**src/rtl/prompt_response_judge.sv**
```systemverilog
// prompt_response_judge
//   Player-side end of the LED prompt protocol. Accepts a switch prompt,
//   synchronizes and debounces the board switches, then judges the settled
//   response against the prompt. Each accepted prompt gets exactly one verdict
//   over a valid/ready handshake. The per-round countdown drives secs_left.
//
// Ports:
//   clk, reset_n              clock, synchronous active-low reset
//   prompt_valid/ready        prompt handshake (ready only in IDLE)
//   prompt_mask[9:0]          switches the player must flip
//   sw[9:0]                   raw asynchronous board switches
//   result_valid/ready        verdict handshake
//   result_code[1:0]          00 BAD_PROMPT, 01 CORRECT, 10 WRONG, 11 TIMEOUT
//   secs_left[5:0]            remaining seconds of the current prompt
//   busy                      high in every state except IDLE
//   streak[7:0]               consecutive CORRECT count (STREAK_COUNT_EN only)
//
// Optional feature macro: STREAK_COUNT_EN
module prompt_response_judge #(
    parameter int unsigned DEBOUNCE_CYCLES = 1000000,
    parameter int unsigned TICK_DIV        = 50000000,
    parameter int unsigned TIMEOUT_S       = 15
) (
    input  logic       clk,
    input  logic       reset_n,
    input  logic       prompt_valid,
    output logic       prompt_ready,
    input  logic [9:0] prompt_mask,
    input  logic [9:0] sw,
    output logic       result_valid,
    input  logic       result_ready,
    output logic [1:0] result_code,
    output logic [5:0] secs_left,
    output logic       busy
`ifdef STREAK_COUNT_EN
    ,
    output logic [7:0] streak
`endif
);

    localparam int unsigned DW = (DEBOUNCE_CYCLES > 1) ? $clog2(DEBOUNCE_CYCLES) : 1;
    localparam int unsigned TW = (TICK_DIV > 1) ? $clog2(TICK_DIV) : 1;
    localparam logic [DW-1:0] DEB_LAST  = DW'(DEBOUNCE_CYCLES - 1);
    localparam logic [TW-1:0] TICK_LAST = TW'(TICK_DIV - 1);
    localparam logic [5:0]    SECS_INIT = 6'(TIMEOUT_S);

    typedef enum logic [2:0] {
        ST_IDLE,
        ST_WAIT,
        ST_SETTLE,
        ST_JUDGE,
        ST_REPORT
    } state_t;

    typedef enum logic [1:0] {
        CODE_BAD     = 2'b00,
        CODE_CORRECT = 2'b01,
        CODE_WRONG   = 2'b10,
        CODE_TIMEOUT = 2'b11
    } code_t;

    state_t        state_q, state_d;
    code_t         code_q, code_d;
    logic [9:0]    sw_meta_q, sw_s_q;
    logic [9:0]    baseline_q, baseline_d;
    logic [9:0]    expected_q, expected_d;
    logic [9:0]    cand_q, cand_d;
    logic [DW-1:0] deb_cnt_q, deb_cnt_d;
    logic [TW-1:0] tick_cnt_q, tick_cnt_d;
    logic [5:0]    secs_q, secs_d;
    logic          timeout_hit;
`ifdef STREAK_COUNT_EN
    logic [7:0]    streak_q, streak_d;
`endif

    always_comb begin
        state_d     = state_q;
        code_d      = code_q;
        baseline_d  = baseline_q;
        expected_d  = expected_q;
        cand_d      = cand_q;
        deb_cnt_d   = deb_cnt_q;
        tick_cnt_d  = tick_cnt_q;
        secs_d      = secs_q;
        timeout_hit = 1'b0;

        // Countdown runs only while waiting for the player's response.
        if (state_q == ST_WAIT || state_q == ST_SETTLE) begin
            if (tick_cnt_q == TICK_LAST) begin
                tick_cnt_d  = '0;
                secs_d      = secs_q - 6'd1;
                timeout_hit = (secs_q == 6'd1);
            end else begin
                tick_cnt_d = tick_cnt_q + TW'(1);
            end
        end

        case (state_q)
            ST_IDLE: begin
                if (prompt_valid) begin
                    baseline_d = sw_s_q;
                    expected_d = sw_s_q ^ prompt_mask;
                    secs_d     = SECS_INIT;
                    tick_cnt_d = '0;
                    if (prompt_mask == '0) begin
                        code_d  = CODE_BAD;
                        state_d = ST_REPORT;
                    end else begin
                        state_d = ST_WAIT;
                    end
                end
            end
            ST_WAIT: begin
                // Timeout outranks a switch change seen on the same edge.
                if (timeout_hit) begin
                    code_d  = CODE_TIMEOUT;
                    state_d = ST_REPORT;
                end else if (sw_s_q != baseline_q) begin
                    cand_d    = sw_s_q;
                    deb_cnt_d = '0;
                    state_d   = ST_SETTLE;
                end
            end
            ST_SETTLE: begin
                // Timeout outranks a debounce completing on the same edge.
                if (timeout_hit) begin
                    code_d  = CODE_TIMEOUT;
                    state_d = ST_REPORT;
                end else if (sw_s_q == baseline_q) begin
                    state_d = ST_WAIT;
                end else if (sw_s_q != cand_q) begin
                    cand_d    = sw_s_q;
                    deb_cnt_d = '0;
                end else if (deb_cnt_q == DEB_LAST) begin
                    state_d = ST_JUDGE;
                end else begin
                    deb_cnt_d = deb_cnt_q + DW'(1);
                end
            end
            ST_JUDGE: begin
                code_d  = (cand_q == expected_q) ? CODE_CORRECT : CODE_WRONG;
                state_d = ST_REPORT;
            end
            ST_REPORT: begin
                if (result_ready) begin
                    state_d = ST_IDLE;
                end
            end
            default: state_d = ST_IDLE;
        endcase
    end

`ifdef STREAK_COUNT_EN
    always_comb begin
        streak_d = streak_q;
        if (state_q == ST_REPORT && result_ready) begin
            if (code_q == CODE_CORRECT) begin
                streak_d = (streak_q == 8'hFF) ? streak_q : streak_q + 8'd1;
            end else begin
                streak_d = '0;
            end
        end
    end
`endif

    always_ff @(posedge clk) begin
        if (!reset_n) begin
            state_q    <= ST_IDLE;
            code_q     <= CODE_BAD;
            sw_meta_q  <= '0;
            sw_s_q     <= '0;
            baseline_q <= '0;
            expected_q <= '0;
            cand_q     <= '0;
            deb_cnt_q  <= '0;
            tick_cnt_q <= '0;
            secs_q     <= '0;
`ifdef STREAK_COUNT_EN
            streak_q   <= '0;
`endif
        end else begin
            state_q    <= state_d;
            code_q     <= code_d;
            sw_meta_q  <= sw;
            sw_s_q     <= sw_meta_q;
            baseline_q <= baseline_d;
            expected_q <= expected_d;
            cand_q     <= cand_d;
            deb_cnt_q  <= deb_cnt_d;
            tick_cnt_q <= tick_cnt_d;
            secs_q     <= secs_d;
`ifdef STREAK_COUNT_EN
            streak_q   <= streak_d;
`endif
        end
    end

    assign prompt_ready = (state_q == ST_IDLE);
    assign result_valid = (state_q == ST_REPORT);
    assign busy         = (state_q != ST_IDLE);
    assign result_code  = code_q;
    assign secs_left    = secs_q;
`ifdef STREAK_COUNT_EN
    assign streak       = streak_q;
`endif

endmodule

```
**config.mk**
```make
export PLATFORM = sky130hd
export DESIGN_NAME = prompt_response_judge
export DESIGN_NICKNAME = d
export VERILOG_FILES = /design/src/rtl/prompt_response_judge.sv
export SDC_FILE = /design/constraint.sdc
export NUM_CORES = 1
export LEC_CHECK = 0
export CAP_MARGIN = 20
export CORE_MARGIN = 2
export CORE_UTILIZATION = 30
export DETAILED_ROUTE_END_ITERATION = 10
export PLACE_DENSITY = 0.5
export SLEW_MARGIN = 20
export SYNTH_ARGS = -nofsm -noshare
export SYNTH_HDL_FRONTEND = slang
export SYNTH_SLANG_ARGS = --single-unit
export TNS_END_PERCENT = 1
```
**constraint.sdc**
```tcl
create_clock -name clk -period 2.5 [get_ports clk]
set_input_delay 0.375 -clock clk [delete_from_list [all_inputs] [get_ports clk]]
set_output_delay 0.375 -clock clk [all_outputs]
set_load 0.005 [all_outputs]
```
### Word level (Yosys, flattened, before mapping)

Cells that the tools add are included.

| word-level totals | value |
|---|---|
| register bits | 107 |
| bits in latches | 0 |
| memory bits (writable) | 0 |
| output and inout bits | 11 |
| memories | 0 |
| ROM bits | 0 |
| input bits | 24 |
| word-level logic and storage cells | 88 |

| operators by class | value |
|---|---|
| muxes and demuxes | 38 |
| order comparisons | 0 |
| reductions and logical operators | 12 |
| bitwise gates (word level) | 1 |
| multipliers | 0 |
| shift operators | 0 |
| $add $sub $neg | 3 |
| div/mod/pow operators | 0 |
| equality and inequality tests | 24 |

Operator list:

| cell | number |
|---|---|
| 20-bit 2-to-1 mux | 6 |
| 26-bit 2-to-1 mux | 4 |
| 10-bit 2-to-1 mux | 5 |
| 20-bit case mux with 2 select lines | 1 |
| 3-bit 2-to-1 mux | 9 |
| 26-bit by 1-bit adder with 26-bit output (second input constant) | 1 |
| 26-bit equality test (second input constant) | 1 |
| 6-bit 2-to-1 mux | 4 |
| 20-bit by 1-bit adder with 20-bit output (second input constant) | 1 |
| 10-bit equality test | 2 |
| 20-bit equality test (second input constant) | 1 |
| 10-bit != test | 2 |
| 10-bit case mux with 2 select lines | 1 |
| 3-bit case mux with 5 select lines | 1 |
| 6-bit AND reduction | 2 |
| 10-bit logical NOT | 1 |
| 2-bit by 1-bit != test with 1-bit output (second input constant) | 5 |
| 10-bit bitwise XOR | 1 |
| 2-bit 2-to-1 mux | 4 |
| 2-bit != test (second input constant) | 4 |
| 3-bit by 2-bit equality test with 1-bit output (second input constant) | 2 |
| 6-bit by 1-bit equality test with 1-bit output (second input constant) | 1 |
| 2-bit case mux with 3 select lines | 1 |
| 3-bit nonzero test | 2 |
| 15 further kinds | 16 |

### Depth between registers and ports, before layout

Gate-level depths: netlist of run 1.

| depth | value |
|---|---|
| depth after elaboration | 6 |
| gate-level depth with buffers | 9 |
| depth with buffers taken out | 7 |

### Worst setup path after synthesis of run 1

Ideal clock, no wire load.

| path | value |
|---|---|
| path type | register to register |
| start | reg state_q[1] |
| end | reg deb_cnt_q[16] |
| path buffers | 3 |
| setup slack | 0.382 ns |
| stages on the path, launching flop included | 9 |
| data required time | 2.428 ns |
| period minus slack after synthesis | 2.118 ns |
| arrival time | 2.046 ns |
| library setup time | 0.072 ns |
| path through | dfxtp_1 buf_6 xnor2_2 or2_0 buf_6 or3_4 buf_6 or4_1 a21oi_1 |

| between the ends | value |
|---|---|
| longest elaborated chain between the ends | 5 |
| elaborated cells between the ends (all ways) | 12 |
| classes of those cells | eq/ne: 7; mux: 2; reduce/logical: 3 |

RTL lines:

| item | line | source |
|---|---|---|
| from (decl) | 62 | `state_t state_q, state_d;` |
| from (signal assigned) | 182 | `state_q <= state_d;` |
| 3-bit by 1-bit equality test with 1-bit output or 3-bit by 2-bit equality test with 1-bit output (tied branches) | 88, 98 |  |
| 1-bit logical OR | 88 | `if (state_q == ST_WAIT \|\| state_q == ST_SETTLE) begin` |
| 1-bit 2-to-1 mux | 88 |  |
| 2-bit != test (no source line) | -- |  |
| 6-bit AND reduction (no source line) | -- |  |
| to (signal assigned) | 189 | `deb_cnt_q <= deb_cnt_d;` |
| to (decl) | 68 | `logic [DW-1:0] deb_cnt_q, deb_cnt_d;` |

Parallel ways exist; a longest one is shown, timed or not.
A chain may end at the register's enable or synchronous reset.

### Final worst setup path of run 1

| path | value |
|---|---|
| start | reg state_q[1] |
| end | out prompt_ready |

| between the ends | value |
|---|---|
| longest elaborated chain between the ends | 1 |

RTL lines:

| item | line | source |
|---|---|---|
| 3-bit logical NOT | 198 | `assign prompt_ready = (state_q == ST_IDLE);` |
| to (decl) | 27 | `output logic prompt_ready,` |

Every way passes these cells.

==> results.yml, run 1 <==
drt:
  wl_met3_um: 434
  vias_per_cell: 4.93
  wl_per_cell_um: 14.2
  met1_length_um: 5910
  routed_wl_um: 12000
  drtAntennaViolNets: 0
  vias: 4184
  detail_route.iter0.violations: 241
  wl_met2_um: 5400
  drcViolationCount: 0
  first_pass_iters: 4
  highest_layer: "met4"
clock_tree:
  clkTransAtPathRegs_ns: 0.07
  cts_made_buffers: 9
  postCtsHoldBufs: 0
  worstSkewPairLatency_ns: 0.35
  clock_path_buffers: 2
  postCtsSetupRepairBufs: 0
  ctsResizeCount: 0
  cts_num_sinks: 107
  cts_htree_levels: 3
  root_buffer: "clkbuf_16"
  cts_tree: "yes"
synth:
  synthArstFlopShare_pct: 0
  synth-edff-count: 0
  yosysWarnings: 0
  ys_top_cells_by_area: "dfxtp_1 (43%), xor2_1 (6.9%), xnor2_1 (5.1%)"
  syn_area_um2: 4980
  yosysUniqueCellTypes: 45
  netlist.area_leader.share_pct: 43.0
  yosys.area.top_type: "dfxtp_1"
  ys_ff_latch: 107
  synthCells: 592
  yosysSeqAreaShare_pct: 43.0
  synthFlopType: "dfxtp_1"
  syn_area_per_cell_um2: 8.41
  syn_nets: 620
timing:
  finalHoldViolations: 0
  max_slew_margin_pct: 51.9
  fmax_mhz: 432
  period_needed_ns: 2.32
  setup_viol: 0
  min_period_over_period_pct: 92.6
  tns_ns: 0
  worstMarginPinSlew_ns: 0.716
  skew_ns: 0.00676
  rsz0062_at_grt: "no"
  maxSlewViolCount: 0
global_route:
  grt_pass1_wl_um: 19800
  antenna_found_initial: 0
  grt_pass1_vias: 3922
  grt_overflow_total: 0
  grt_max_degree: 42
  grt_usage_pct: 14.0
worst_setup_path:
  critPathRequiredTime_ns: 2.12
  cpMostUsedCell: "buf_4"
  crit_path_cell_trace: "buf_4, nor3_1, buf_4, clkdlybuf4s50_1"
  worst_setup_path_start_kind: "flip-flop"
  critPathMaxFanout: 8
  crit_slowest_cell: "clkdlybuf4s50_1"
  cpPeakStageDelay_ns: 0.50
  crit_path_end_kind: "primary output"
  crit_arrival_ns: 1.94
  path_class: "reg -> out"
floorplan:
  start_util_pct: 30.3
  coreArea_um2: 16400
  die_h_um: 133
  num_rows: 47
  die_area_um2: 17600
  io_pins: 35
  die_w_um: 133
placement:
  dpl.hpwl_um: 8610
  gp_congestion: 0.806
  numPortBuffers: 34
power:
  cellLeakagePower_nw: 2.11
  ir_drop_uv: 280
  power_density_nw_per_um2: 672
  finalPower_mw: 3.99
min_path:
  hp-class: "reg -> reg"
finish:
  seqCellArea_um2: 2140
  area_delta_synth_final_pct: 19.4
  postLayoutCoreUtil_pct: 36.2
  multi_input_area_um2: 2630
  drive_gt1_share_pct: 8.27
  num_antenna_cells: 0
  num-fill-cells: 1699
  fin_nets: 652
status:
  outcome: "complete, no violations"
run:
  cap_violations: 0
-- placed cells by master (no fill, tap or decap), types with 2 or more instances in the layout --
cell type and count:
nor4b_1 4, a41oi_1 3, inv_1 5, a211oi_1 12, nor3_2 3, clkbuf_16 9
or3_1 5, o21ai_0 20, nand4_1 22, xnor2_1 29, and3_1 15, buf_4 28
or4_1 15, a21oi_1 47, nor2_1 62, nor3_1 8, o21a_1 4, xor2_1 39
ha_1 4, and4_1 3, nand2_1 64, nor4_1 11, a31oi_1 2, and2_1 21
nand3_1 21, clkdlybuf4s50_1 34, o31ai_1 7, dfxtp_1 107
-- state kept, by name, indices dropped and copies added (netlist names) --
| register | cells |
|---|---|
| baseline_q | 10 |
| cand_q | 10 |
| deb_cnt_q | 20 |
| expected_q | 10 |
| result_code | 2 |
| secs_left | 6 |
| state_q | 3 |
| sw_meta_q | 10 |
| sw_s_q | 10 |
| tick_cnt_q | 26 |
-- cells by family after synthesis --
logic type,Yosys count,share of synthesized area (%)
AND/OR/NAND/NOR,261,26.7
flip-flops,107,43.0
AO/OA/AOI/OAI,102,12.2
XOR/XNOR,69,12.3
buffers and inverters,48,4.50
adder cells (fa/ha/maj),4,1.01
multiplexers,1,0.201
-- synthesized netlist by cell type, drive strengths merged, types with 6 or more instances --
| cell | number |
|---|---|
| and2 | 21 |
| o31ai | 7 |
| nand2 | 64 |
| a21oi | 47 |
| o21ai | 21 |
| clkbuf | 30 |
| nand4 | 22 |
| or4 | 15 |
| or3 | 6 |
| buf | 12 |
| xnor2 | 30 |
| a211oi | 12 |
| and3 | 15 |
| nand3 | 21 |
| dfxtp | 107 |
| xor2 | 39 |
| nor3 | 11 |
| nor2 | 62 |
| nor4 | 12 |
-- area by class of cell --
| type | instances | area share, % |
|---|---|---|
| Multi-Input combinational cell | 437 | 44.2 |
| Sequential cell | 107 | 36.1 |
| Timing Repair Buffer | 63 | 9.60 |
| Tap cell | 220 | 4.63 |
| Clock buffer | 11 | 4.09 |
| Clock inverter | 5 | 1.01 |
| Inverter | 6 | 0.379 |
-- report_power, final --
| group | total, mW | internal (mW) | leakage [nW] | switching [mW] |
|---|---|---|---|---|
| Combinational | 0.654 | 0.284 | 1.09 | 0.371 |
| Sequential | 1.87 | 1.79 | 0.871 | 0.0800 |
| Clock | 1.47 | 0.809 | 0.146 | 0.663 |
-- layer usage --
| layer | global-route usage [%] | vias to the layer above |
|---|---|---|
| met5 | 0 | - |
| met4 | 5.85 | 0 |
| met3 | 2.84 | 17 |
| met2 | 21.6 | 80 |
| met1 | 19.0 | 1952 |
| li1 | - | 2135 |
-- worst max-delay path, delay by kind of cell, from the launching register on --
family        cells  cell delay [ns]
simple gates      1             0.37
flops             1             0.34
buf+inv           3             0.88
-- stage by stage --
step                instance area, um^2  setup WS (ns)  std cells  hold slack, ns
floorplan                          4980          0.382        592           0.412
global placement                   5620         0.0960        833           0.417
detailed placement                 5630         0.0433        833           0.418
CTS                                5930          0.197        849           0.436
global route                       5940         0.0288        849           0.450
finish                             5940          0.184        849           0.434
-- path summary, 6_finish.rpt --
| kind | from | endpoint | slack [ns] | cells after the start |
|---|---|---|---|---|
| setup reg to reg | tick_cnt_q[0] | deb_cnt_q[6] | 0.19 | 7 |
| setup / recovery | state_q[1] | prompt_ready | 0.18 | 4 |
| hold / removal | sw_meta_q[5] | sw_s_q[5] | 0.43 | 1 |
| hold reg to reg | sw_meta_q[5] | sw_s_q[5] | 0.43 | 1 |
Note: power is estimated with default switching activity, not from simulation.
==> inputs of run 2 (changes only) <==
GPL_ROUTABILITY_DRIVEN = 0   (was default)
==> results of run 2 <==
Same layout as run 1: the final DEF is identical, and so are final timing and power.
